**config.mk**
```make
export PLATFORM = sky130hd
export DESIGN_NAME = alu_arbiter_flat
export DESIGN_NICKNAME = d
export VERILOG_FILES = /design/src/rtl/cpu_pkg.sv /design/src/rtl/alu_arbiter_if.sv /design/src/rtl/alu.sv /design/src/rtl/alu_arbiter.sv /design/src/flat_wrapper.sv
export SDC_FILE = /design/constraint.sdc
export NUM_CORES = 1
export LEC_CHECK = 0
export CAP_MARGIN = 5
export CORE_MARGIN = 2
export CORE_UTILIZATION = 60
export CTS_BUF_LIST = sky130_fd_sc_hd__clkbuf_4 sky130_fd_sc_hd__clkbuf_8 sky130_fd_sc_hd__clkbuf_16
export DETAILED_ROUTE_END_ITERATION = 8
export PLACE_DENSITY = 0.85
export RECOVER_POWER = 100
export SETUP_SLACK_MARGIN = 0.1
export SYNTH_ARGS = -nofsm -noshare
export SYNTH_HDL_FRONTEND = slang
export SYNTH_SLANG_ARGS = --single-unit
```
**constraint.sdc**
```tcl
create_clock -name clk -period 6.75 [get_ports clk]
set_clock_uncertainty 0.1 [all_clocks]
set_input_delay 1.35 -clock clk [delete_from_list [all_inputs] [get_ports clk]]
set_output_delay 1.35 -clock clk [all_outputs]
set_load 0.02 [all_outputs]
```
**src/rtl/cpu_pkg.sv**
```systemverilog
// Shared CPU definitions: ALU opcodes, logic truth tables and the request payload
// carried through the issue stage of alu_arbiter.
package cpu_pkg;

   typedef enum logic [2:0] {
      ALU_ADD    = 3'b000,
      ALU_ADDC   = 3'b001,
      ALU_SUB    = 3'b010,
      ALU_ROT    = 3'b011,
      ALU_LOGIC  = 3'b100,
      ALU_SELNZ  = 3'b101,
      ALU_SELZ   = 3'b110,
      ALU_SELNEG = 3'b111
   } alu_op_e;

   // Truth tables are indexed by {a_bit, b_bit}
   localparam logic [3:0] LF_AND = 4'b1000;
   localparam logic [3:0] LF_OR  = 4'b1110;
   localparam logic [3:0] LF_XOR = 4'b0110;

   typedef struct packed {
      logic [2:0]  op;
      logic [3:0]  func;
      logic [15:0] a;
      logic [15:0] b;
      logic [15:0] c;
      logic        id;
   } alu_req_t;

endpackage

```
**src/rtl/alu_arbiter_if.sv**
```systemverilog
// Bundle of the two request channels and the response channel of alu_arbiter.
// The arbiter uses the slave modport; requesters/consumer use master.
interface alu_arbiter_if;

   logic        req0_valid;
   logic        req0_ready;
   logic [2:0]  req0_op;
   logic [3:0]  req0_func;
   logic [15:0] req0_a;
   logic [15:0] req0_b;
   logic [15:0] req0_c;

   logic        req1_valid;
   logic        req1_ready;
   logic [2:0]  req1_op;
   logic [3:0]  req1_func;
   logic [15:0] req1_a;
   logic [15:0] req1_b;
   logic [15:0] req1_c;

   logic        rsp_valid;
   logic        rsp_ready;
   logic        rsp_id;
   logic [15:0] rsp_data;

   modport master (
      output req0_valid, req0_op, req0_func, req0_a, req0_b, req0_c,
      output req1_valid, req1_op, req1_func, req1_a, req1_b, req1_c,
      input  req0_ready, req1_ready,
      input  rsp_valid, rsp_id, rsp_data,
      output rsp_ready
   );

   modport slave (
      input  req0_valid, req0_op, req0_func, req0_a, req0_b, req0_c,
      input  req1_valid, req1_op, req1_func, req1_a, req1_b, req1_c,
      output req0_ready, req1_ready,
      output rsp_valid, rsp_id, rsp_data,
      input  rsp_ready
   );

endinterface

```
**src/rtl/alu.sv**
```systemverilog
// Shared 16-bit combinational ALU. Selector ops choose between a+1 (condition on
// inc true) and a+b (condition false); all arithmetic wraps modulo 2^16.
module alu
   import cpu_pkg::*;
(
   input  logic [2:0]  i_op,
   input  logic [3:0]  i_func,
   input  logic [15:0] i_ina,
   input  logic [15:0] i_inb,
   input  logic [15:0] i_inc,
   output logic [15:0] o_out
);

   logic [15:0] w_sum;
   logic [15:0] w_sum_c;
   logic [15:0] w_inc1;
   logic [15:0] w_diff;
   logic [15:0] w_rot;
   logic [15:0] w_logic;

   assign w_sum   = i_ina + i_inb;
   assign w_sum_c = w_sum + 16'd1;
   assign w_inc1  = i_ina + 16'd1;
   assign w_diff  = i_ina - i_inb;
   // Rotate left by inb[3:0]; a zero amount shifts the wrap term fully out
   assign w_rot   = (i_ina << i_inb[3:0]) | (i_ina >> (5'd16 - {1'b0, i_inb[3:0]}));

   generate
      for (genvar gi = 0; gi < 16; gi++) begin : g_logic
         assign w_logic[gi] = i_func[{i_ina[gi], i_inb[gi]}];
      end
   endgenerate

   always_comb begin
      o_out = w_sum;
      case (i_op)
         ALU_ADD:    o_out = w_sum;
         ALU_ADDC:   o_out = w_sum_c;
         ALU_SUB:    o_out = w_diff;
         ALU_ROT:    o_out = w_rot;
         ALU_LOGIC:  o_out = w_logic;
         ALU_SELNZ:  o_out = (i_inc != 16'd0) ? w_inc1 : w_sum;
         ALU_SELZ:   o_out = (i_inc == 16'd0) ? w_inc1 : w_sum;
         ALU_SELNEG: o_out = i_inc[15] ? w_inc1 : w_sum;
         default:    o_out = w_sum;
      endcase
   end

endmodule

```
**src/rtl/alu_arbiter.sv**
```systemverilog
// Round-robin front end for the shared ALU: two requesters feed an issue stage
// (S1) that drives the ALU, whose output is captured into a response stage (S2).
module alu_arbiter
   import cpu_pkg::*;
(
   input  logic         clk,
   input  logic         rst_n,
   alu_arbiter_if.slave bus
);

   alu_req_t    w_req [2];
   logic [1:0]  w_valid;
   logic [1:0]  w_grant;
   logic [1:0]  w_ready;
   logic        w_s2_load;
   logic        w_s1_load;
   logic        w_xfer;
   logic        w_winner;
   logic [15:0] w_alu_out;

   alu_req_t    r_s1;
   logic        r_s1_v;
   logic        r_s2_v;
   logic [15:0] r_s2_data;
   logic        r_s2_id;
   logic        r_last;

   assign w_valid  = {bus.req1_valid, bus.req0_valid};
   assign w_req[0] = '{op: bus.req0_op, func: bus.req0_func, a: bus.req0_a,
                       b: bus.req0_b, c: bus.req0_c, id: 1'b0};
   assign w_req[1] = '{op: bus.req1_op, func: bus.req1_func, a: bus.req1_a,
                       b: bus.req1_b, c: bus.req1_c, id: 1'b1};

   assign w_s2_load = ~r_s2_v | bus.rsp_ready;
   assign w_s1_load = ~r_s1_v | w_s2_load;

   // A requester wins when alone, or when both are valid and it did not win last
   generate
      for (genvar gi = 0; gi < 2; gi++) begin : g_grant
         assign w_grant[gi] = w_valid[gi] & (~w_valid[1-gi] | (r_last != 1'(gi)));
         assign w_ready[gi] = w_grant[gi] & w_s1_load;
      end
   endgenerate

   assign w_xfer   = |w_ready;
   assign w_winner = w_ready[1];

   assign bus.req0_ready = w_ready[0];
   assign bus.req1_ready = w_ready[1];
   assign bus.rsp_valid  = r_s2_v;
   assign bus.rsp_data   = r_s2_data;
   assign bus.rsp_id     = r_s2_id;

   alu u_alu (
      .i_op   (r_s1.op),
      .i_func (r_s1.func),
      .i_ina  (r_s1.a),
      .i_inb  (r_s1.b),
      .i_inc  (r_s1.c),
      .o_out  (w_alu_out)
   );

   always_ff @(posedge clk or negedge rst_n) begin
      if (!rst_n) begin
         r_s1      <= '0;
         r_s1_v    <= 1'b0;
         r_s2_v    <= 1'b0;
         r_s2_data <= '0;
         r_s2_id   <= 1'b0;
         r_last    <= 1'b1;
      end else begin
         if (w_xfer) begin
            r_s1   <= w_req[w_winner];
            r_s1_v <= 1'b1;
            r_last <= w_winner;
         end else if (w_s1_load) begin
            r_s1_v <= 1'b0;
         end
         if (w_s2_load) begin
            r_s2_v <= r_s1_v;
            if (r_s1_v) begin
               r_s2_data <= w_alu_out;
               r_s2_id   <= r_s1.id;
            end
         end
      end
   end

endmodule

```
**src/flat_wrapper.sv**
```systemverilog
// flat-port wrapper written by rule: the top's interface ports become plain ports
module alu_arbiter_flat import cpu_pkg::*;
  (clk, rst_n, bus_req0_valid, bus_req0_op, bus_req0_func, bus_req0_a, bus_req0_b, bus_req0_c, bus_req1_valid, bus_req1_op, bus_req1_func, bus_req1_a, bus_req1_b, bus_req1_c, bus_req0_ready, bus_req1_ready, bus_rsp_valid, bus_rsp_id, bus_rsp_data, bus_rsp_ready);
  alu_arbiter_if bus_i ();
  input  logic clk;
  input  logic rst_n;
  input wire logic [$bits(bus_i.req0_valid)-1:0] bus_req0_valid;
  input wire logic [$bits(bus_i.req0_op)-1:0] bus_req0_op;
  input wire logic [$bits(bus_i.req0_func)-1:0] bus_req0_func;
  input wire logic [$bits(bus_i.req0_a)-1:0] bus_req0_a;
  input wire logic [$bits(bus_i.req0_b)-1:0] bus_req0_b;
  input wire logic [$bits(bus_i.req0_c)-1:0] bus_req0_c;
  input wire logic [$bits(bus_i.req1_valid)-1:0] bus_req1_valid;
  input wire logic [$bits(bus_i.req1_op)-1:0] bus_req1_op;
  input wire logic [$bits(bus_i.req1_func)-1:0] bus_req1_func;
  input wire logic [$bits(bus_i.req1_a)-1:0] bus_req1_a;
  input wire logic [$bits(bus_i.req1_b)-1:0] bus_req1_b;
  input wire logic [$bits(bus_i.req1_c)-1:0] bus_req1_c;
  output wire logic [$bits(bus_i.req0_ready)-1:0] bus_req0_ready;
  output wire logic [$bits(bus_i.req1_ready)-1:0] bus_req1_ready;
  output wire logic [$bits(bus_i.rsp_valid)-1:0] bus_rsp_valid;
  output wire logic [$bits(bus_i.rsp_id)-1:0] bus_rsp_id;
  output wire logic [$bits(bus_i.rsp_data)-1:0] bus_rsp_data;
  input wire logic [$bits(bus_i.rsp_ready)-1:0] bus_rsp_ready;
  assign bus_i.req0_valid = bus_req0_valid;
  assign bus_i.req0_op = bus_req0_op;
  assign bus_i.req0_func = bus_req0_func;
  assign bus_i.req0_a = bus_req0_a;
  assign bus_i.req0_b = bus_req0_b;
  assign bus_i.req0_c = bus_req0_c;
  assign bus_i.req1_valid = bus_req1_valid;
  assign bus_i.req1_op = bus_req1_op;
  assign bus_i.req1_func = bus_req1_func;
  assign bus_i.req1_a = bus_req1_a;
  assign bus_i.req1_b = bus_req1_b;
  assign bus_i.req1_c = bus_req1_c;
  assign bus_req0_ready = bus_i.req0_ready;
  assign bus_req1_ready = bus_i.req1_ready;
  assign bus_rsp_valid = bus_i.rsp_valid;
  assign bus_rsp_id = bus_i.rsp_id;
  assign bus_rsp_data = bus_i.rsp_data;
  assign bus_i.rsp_ready = bus_rsp_ready;
  alu_arbiter u_core (.clk(clk), .rst_n(rst_n), .bus(bus_i));
endmodule
```
Yosys cells after proc, flatten, opt, wreduce, memory -nomap -nowiden
Index checks and enable logic that the tools add are counted.

operators by class
  multiplexer cells = 41
  magnitude comparators = 17
  equal/unequal tests = 7
  shift operators = 2
  $add $sub $neg = 5
  reductions and logical operators = 6
  bitwise operators = 15

operator list
  kind                                                                           number
  56-bit 2-to-1 mux                                                              3
  16-bit case mux with 8 select lines                                            1
  2-bit by 3-bit less-than comparator with 1-bit output (second input constant)  16
  16-bit 2-to-1 mux                                                              3
  16-bit by 1-bit adder with 16-bit output (second input constant)               2
  1-bit binary-select mux with 2-bit select                                      16
  1-bit 2-to-1 mux                                                               18
  16-bit adder                                                                   1
  16-bit zero test                                                               1
  16-bit bitwise OR                                                              1
  16-bit nonzero test                                                            1
  16-bit by 4-bit << shifter with 16-bit output                                  1
  16-bit by 5-bit right shift with 16-bit output                                 1
  16-bit subtractor                                                              1
  3-bit equality test (second input constant)                                    4
  3-bit by 2-bit equality test with 1-bit output (second input constant)         2
  1-bit inverter                                                                 5
  5-bit by 4-bit subtractor with 5-bit output (first input constant)             1
  1-bit bitwise AND                                                              4
  1-bit bitwise OR                                                               4
  3-bit by 1-bit equality test with 1-bit output (second input constant)         1
  3-bit zero test                                                                1
  2-bit >= comparator (second input constant)                                    1
  1-bit inverter with 2-bit output                                               1
  3 further kinds                                                                3

word-level totals
  logic and storage cells = 104
  output and inout bits = 20
  register bits after elaboration = 76

Longest topological paths before layout
  depth in word-level cells = 8
  depth in mapped cells = 14

Cells and area by module
From an unflattened synthesis, not the netlist that was laid out.

second synthesis, totals
  cell total of the unflattened synthesis = 1,034
  area, all modules = 8,290.5 um^2

by module, submodules not included
  module       seq. area each (um^2)  times used  area an instance (um^2)  cells each
  alu          0.0                    1           4,598.2                  662
  alu_arbiter  1,903.1                1           3,692.3                  372

Worst setup path after synthesis
Ideal clock, no wire load.

  path kind = in2out
  start = input bus_rsp_ready
  end = output bus_req1_ready
  arrival time = 2.401 ns
  setup slack = 2.899 ns
  required time = 5.300 ns
  path buffers = 2
  stages = 5
  path through = nand3b_1 > nand3_1 > clkbuf_1 > clkbuf_1 > inv_1

between the ends
  longest elaborated chain between the ends = 3

ends and longest elaborated chain
  item                line                RTL
  start: declaration  flat_wrapper.sv:24  input wire logic [$bits(bus_i.rsp_ready)-1:0] bus_rsp_ready;
  1-bit bitwise OR    alu_arbiter.sv:34   assign w_s2_load = ~r_s2_v | bus.rsp_ready;
  1-bit bitwise OR    alu_arbiter.sv:35   assign w_s1_load = ~r_s1_v | w_s2_load;
  1-bit bitwise AND   alu_arbiter.sv:41   assign w_ready[gi] = w_grant[gi] & w_s1_load;
  end: declaration    flat_wrapper.sv:20  output wire logic [$bits(bus_i.req1_ready)-1:0] bus_req1_ready;

No other way between the ends.

Worst setup path after layout
  start = input bus_rsp_ready
  end = output bus_req0_ready

between the ends
  longest elaborated chain between the ends = 3

ends and longest elaborated chain
  item               line                RTL
  1-bit bitwise OR   alu_arbiter.sv:34
  1-bit bitwise OR   alu_arbiter.sv:35
  1-bit bitwise AND  alu_arbiter.sv:41
  end: declaration   flat_wrapper.sv:19  output wire logic [$bits(bus_i.req0_ready)-1:0] bus_req0_ready;

No other way between the ends.

==> results.json <==
{
  "outcome": "complete, but fails checks",
  "violations": "max-capacitance violations, max-slew violations",
  "dpl_cell_area_um2": 9360,
  "synthArstFlopShare_pct": 100,
  "design_area_um2": 9610,
  "syn-num-nets": 1191,
  "synth_top_area_share_pct": 23.4,
  "antenna_found_initial": 0,
  "start_util_pct": 61.1,
  "vias_per_cell": 6.65,
  "setup_viol": 0,
  "synth_edf_count": 0,
  "layout-drive-gt1-share_pct": 7.60,
  "nets": 1265,
  "finalWorstSetupSlack_ns": 1.42,
  "synth_flop_cell": "dfrtp_1",
  "hpwl_mm": 20.0,
  "p_per_area_nw_per_um2": 401,
  "tightestPinTransition_ns": 4.21,
  "yosysUniqueCellTypes": 82,
  "yosysWarnings": 0,
  "ys_top_cells_by_area": "dfrtp_1, mux4_2, nand2_1, nor2_1, ha_1",
  "gr-total-overflow": 0,
  "core_region_area_um2": 13100,
  "grt_max_degree": 113,
  "num-fill-cells": 1033,
  "num_vias": 8616,
  "synthCells": 1040,
  "cts_resized": 0,
  "port_buffers": 134,
  "postRouteAntennaNets": 0,
  "cts_setup_buffers": 0,
  "htree_levels": 3,
  "finalHoldViolations": 0,
  "drc": 0,
  "cp.arrival_ns": 3.88,
  "min_period_ns": 5.33,
  "grt_usage_pct": 39.1,
  "cap_violations": 3,
  "cts_buffer_depth": 2,
  "wl_per_cell_um": 21.2,
  "area_growth_pct": 19.8,
  "path_clk_slew_ns": 0.06,
  "drtPass1Iterations": 5,
  "cp_max_fo": 58,
  "gp_congestion": 0.969,
  "rsz0062_at_grt": "false",
  "die_w_um": 120,
  "clk_latency_ns": 0.35,
  "cts_root_buf": "clkbuf_16",
  "die_h_um": 120,
  "crit_required_ns": 5.30,
  "holdCritPathClass": "register to register",
  "grt_first_pass_wirelength_mm": 44.0,
  "die_area_um2": 14300,
  "grt_pass1_vias": 8244,
  "crit_type": "input pin to primary output",
  "synth_area_um2": 8020,
  "numClockSinks": 76,
  "io_pins": 135,
  "post-route-util_pct": 73.1,
  "worstSetupStartpointType": "input pin",
  "cts_buffers": 9,
  "syn_area_per_cell_um2": 7.71,
  "ctsHoldBuffers": 0,
  "synth_top_cell_by_area": "dfrtp_1",
  "setup_tns_ns": 0,
  "ys_seq_elements": 76,
  "wl_mm": 27.5,
  "slew_headroom_pct": -181,
  "ir_worst_vdd_v": 0.000160,
  "row_count": 42,
  "max_freq_ghz": 0.188,
  "endpoint_kind": "primary output",
  "drt_iter0_markers": 1070,
  "timing.final.max_slew_violations": 190,
  "n_antenna_cell": 0,
  "post-route-period-util_pct": 79.0,
  "dp_slack_ns": 1.99,
  "p_leak_nw": 3.86,
  "yosysSeqAreaShare_pct": 23.7,
  "tritoncts": "built"
}
## layer usage
| layer | global-route usage, % | up-vias | wire length, um |
|---|---|---|---|
| met1 | 52.0 | 4046 | 10900 |
| met2 | 62.4 | 566 | 12700 |
| li1 | - | 3907 | - |
| met4 | 16.4 | 0 | 1050 |
| met3 | 7.89 | 97 | 2830 |
| met5 | 0 | - | 0 |
## kinds of logic after synthesis
family / synth area share, %
DFF: 23.7
AOI/OAI and AO/OA: 22.9
xor gates and xnor gates: 5.01
adders and majority gates: 5.80
muxes: 12.8
buffers and inverters: 6.11
and+or+nand+nor: 23.6
## Yosys cell counts, drive strengths merged (3+ instances only)
library cell and number:
a211o 3, o22ai 14, a221oi 8, o22a 3
mux2i 26, a211oi 17, o21ai 42, buf 25
nor3 21, and2 3, a31oi 63, and3 5
xnor2 31, o31ai 3, a21o 5, clkinv 3
a21oi 59, nand2b 21, nor2 129, nor4 9
mux4 31, nand3 21, o211ai 9, dfrtp 75
inv 36, xor2 14, nand2 168, clkbuf 60
ha 34, or2 3, nand4 9, or3 9
o2111ai 3, nor2b 14, o221ai 9, a2111oi 3
o21bai 5, o32a 5, nor3b 3, mux2 6
## placed cells by master, fill, tap and decap left out, types with 5 or more instances in the layout
cell type        Yosys  layout
nand2b_1            21      21
mux4_2              31      31
mux2_2               6       5
xnor2_1             30      31
nand2_1            168     168
or3_1                8       9
o32a_1               5       5
o22ai_1             14      14
clkbuf_16            0       9
nand4_1              9       9
nor2b_1             13      13
dfrtp_1             75      75
o221ai_1             9       9
ha_1                34      34
nor3_1              21      21
dlygate4sd3_1        0      20
a21oi_1             58      58
mux2i_1             26      26
o21ai_0             42      42
nand3_1             20      18
o211ai_1             9       9
inv_1               33      34
nor4_1               8       9
a211oi_1            16      16
xor2_1              14      14
nor2_1             129     129
o21bai_1             4       5
buf_4                2      12
a31oi_1             63      63
clkdlybuf4s50_1      0     113
a21o_1               5       5
a221oi_1             8       8
## final cells by class
class,count,area (um^2),share of cell area [%]
sequential,76,1900,19.8
clock inverter,5,42.5,0.443
multi-input combinational,840,5610,58.4
inverter,39,146,1.52
clock buffer,11,253,2.63
tap,176,220,2.29
timing repair buffer,148,1440,14.9
## worst paths after layout
kind,depth (start not counted),start,endpoint,slack (ns)
max,6,bus_rsp_ready,bus_req0_ready,1.42
min,2,u_core.r_last,u_core.r_last,0.37
max reg2reg,11,u_core.r_s1[19],u_core.bus.rsp_data[13],1.68
min reg2reg,2,u_core.r_last,u_core.r_last,0.37
max in group asynchronous,1,rst_n,u_core.r_s1[36],1.81
min in group asynchronous,1,rst_n,u_core.r_s1[10],2.37
## stage by stage
step / hold slack [ns] / power [W] / instances
after detailed placement: 0.365 / 0.00331 / 1279
after global routing: 0.408 / 0.00408 / 1295
after CTS: 0.373 / 0.00382 / 1295
final: 0.373 / 0.00385 / 1295
after floorplan: 0.339 / 0.00260 / 1040
after global placement: 0.357 / 0.00327 / 1279
## worst max-delay path, cell delays in order
cell             delay, ns
dlygate4sd3_1         0.55
nand3b_1              0.27
nand3_2               0.12
clkbuf_2              0.86
inv_1                 0.14
clkdlybuf4s50_1       0.58
## state kept, by name, indices dropped and copies added (netlist names)
signal and flops:
u_core.bus.rsp_data 16, u_core.r_s1 56, u_core.r_last 1, u_core.bus.rsp_id 1, u_core.bus.rsp_valid 1, u_core.r_s1_v 1
## where the power goes
| part | switching [W] | leakage (nW) | internal [W] | total, W |
|---|---|---|---|---|
| clock network | 0.000225 | 0.148 | 0.000275 | 0.000500 |
| registers | 0.000268 | 0.871 | 0.000589 | 0.000857 |
| logic | 0.00143 | 2.84 | 0.00106 | 0.00250 |
| total | 0.00193 | 3.86 | 0.00193 | 0.00385 |
No activity file was read; power rests on OpenSTA's default activity.
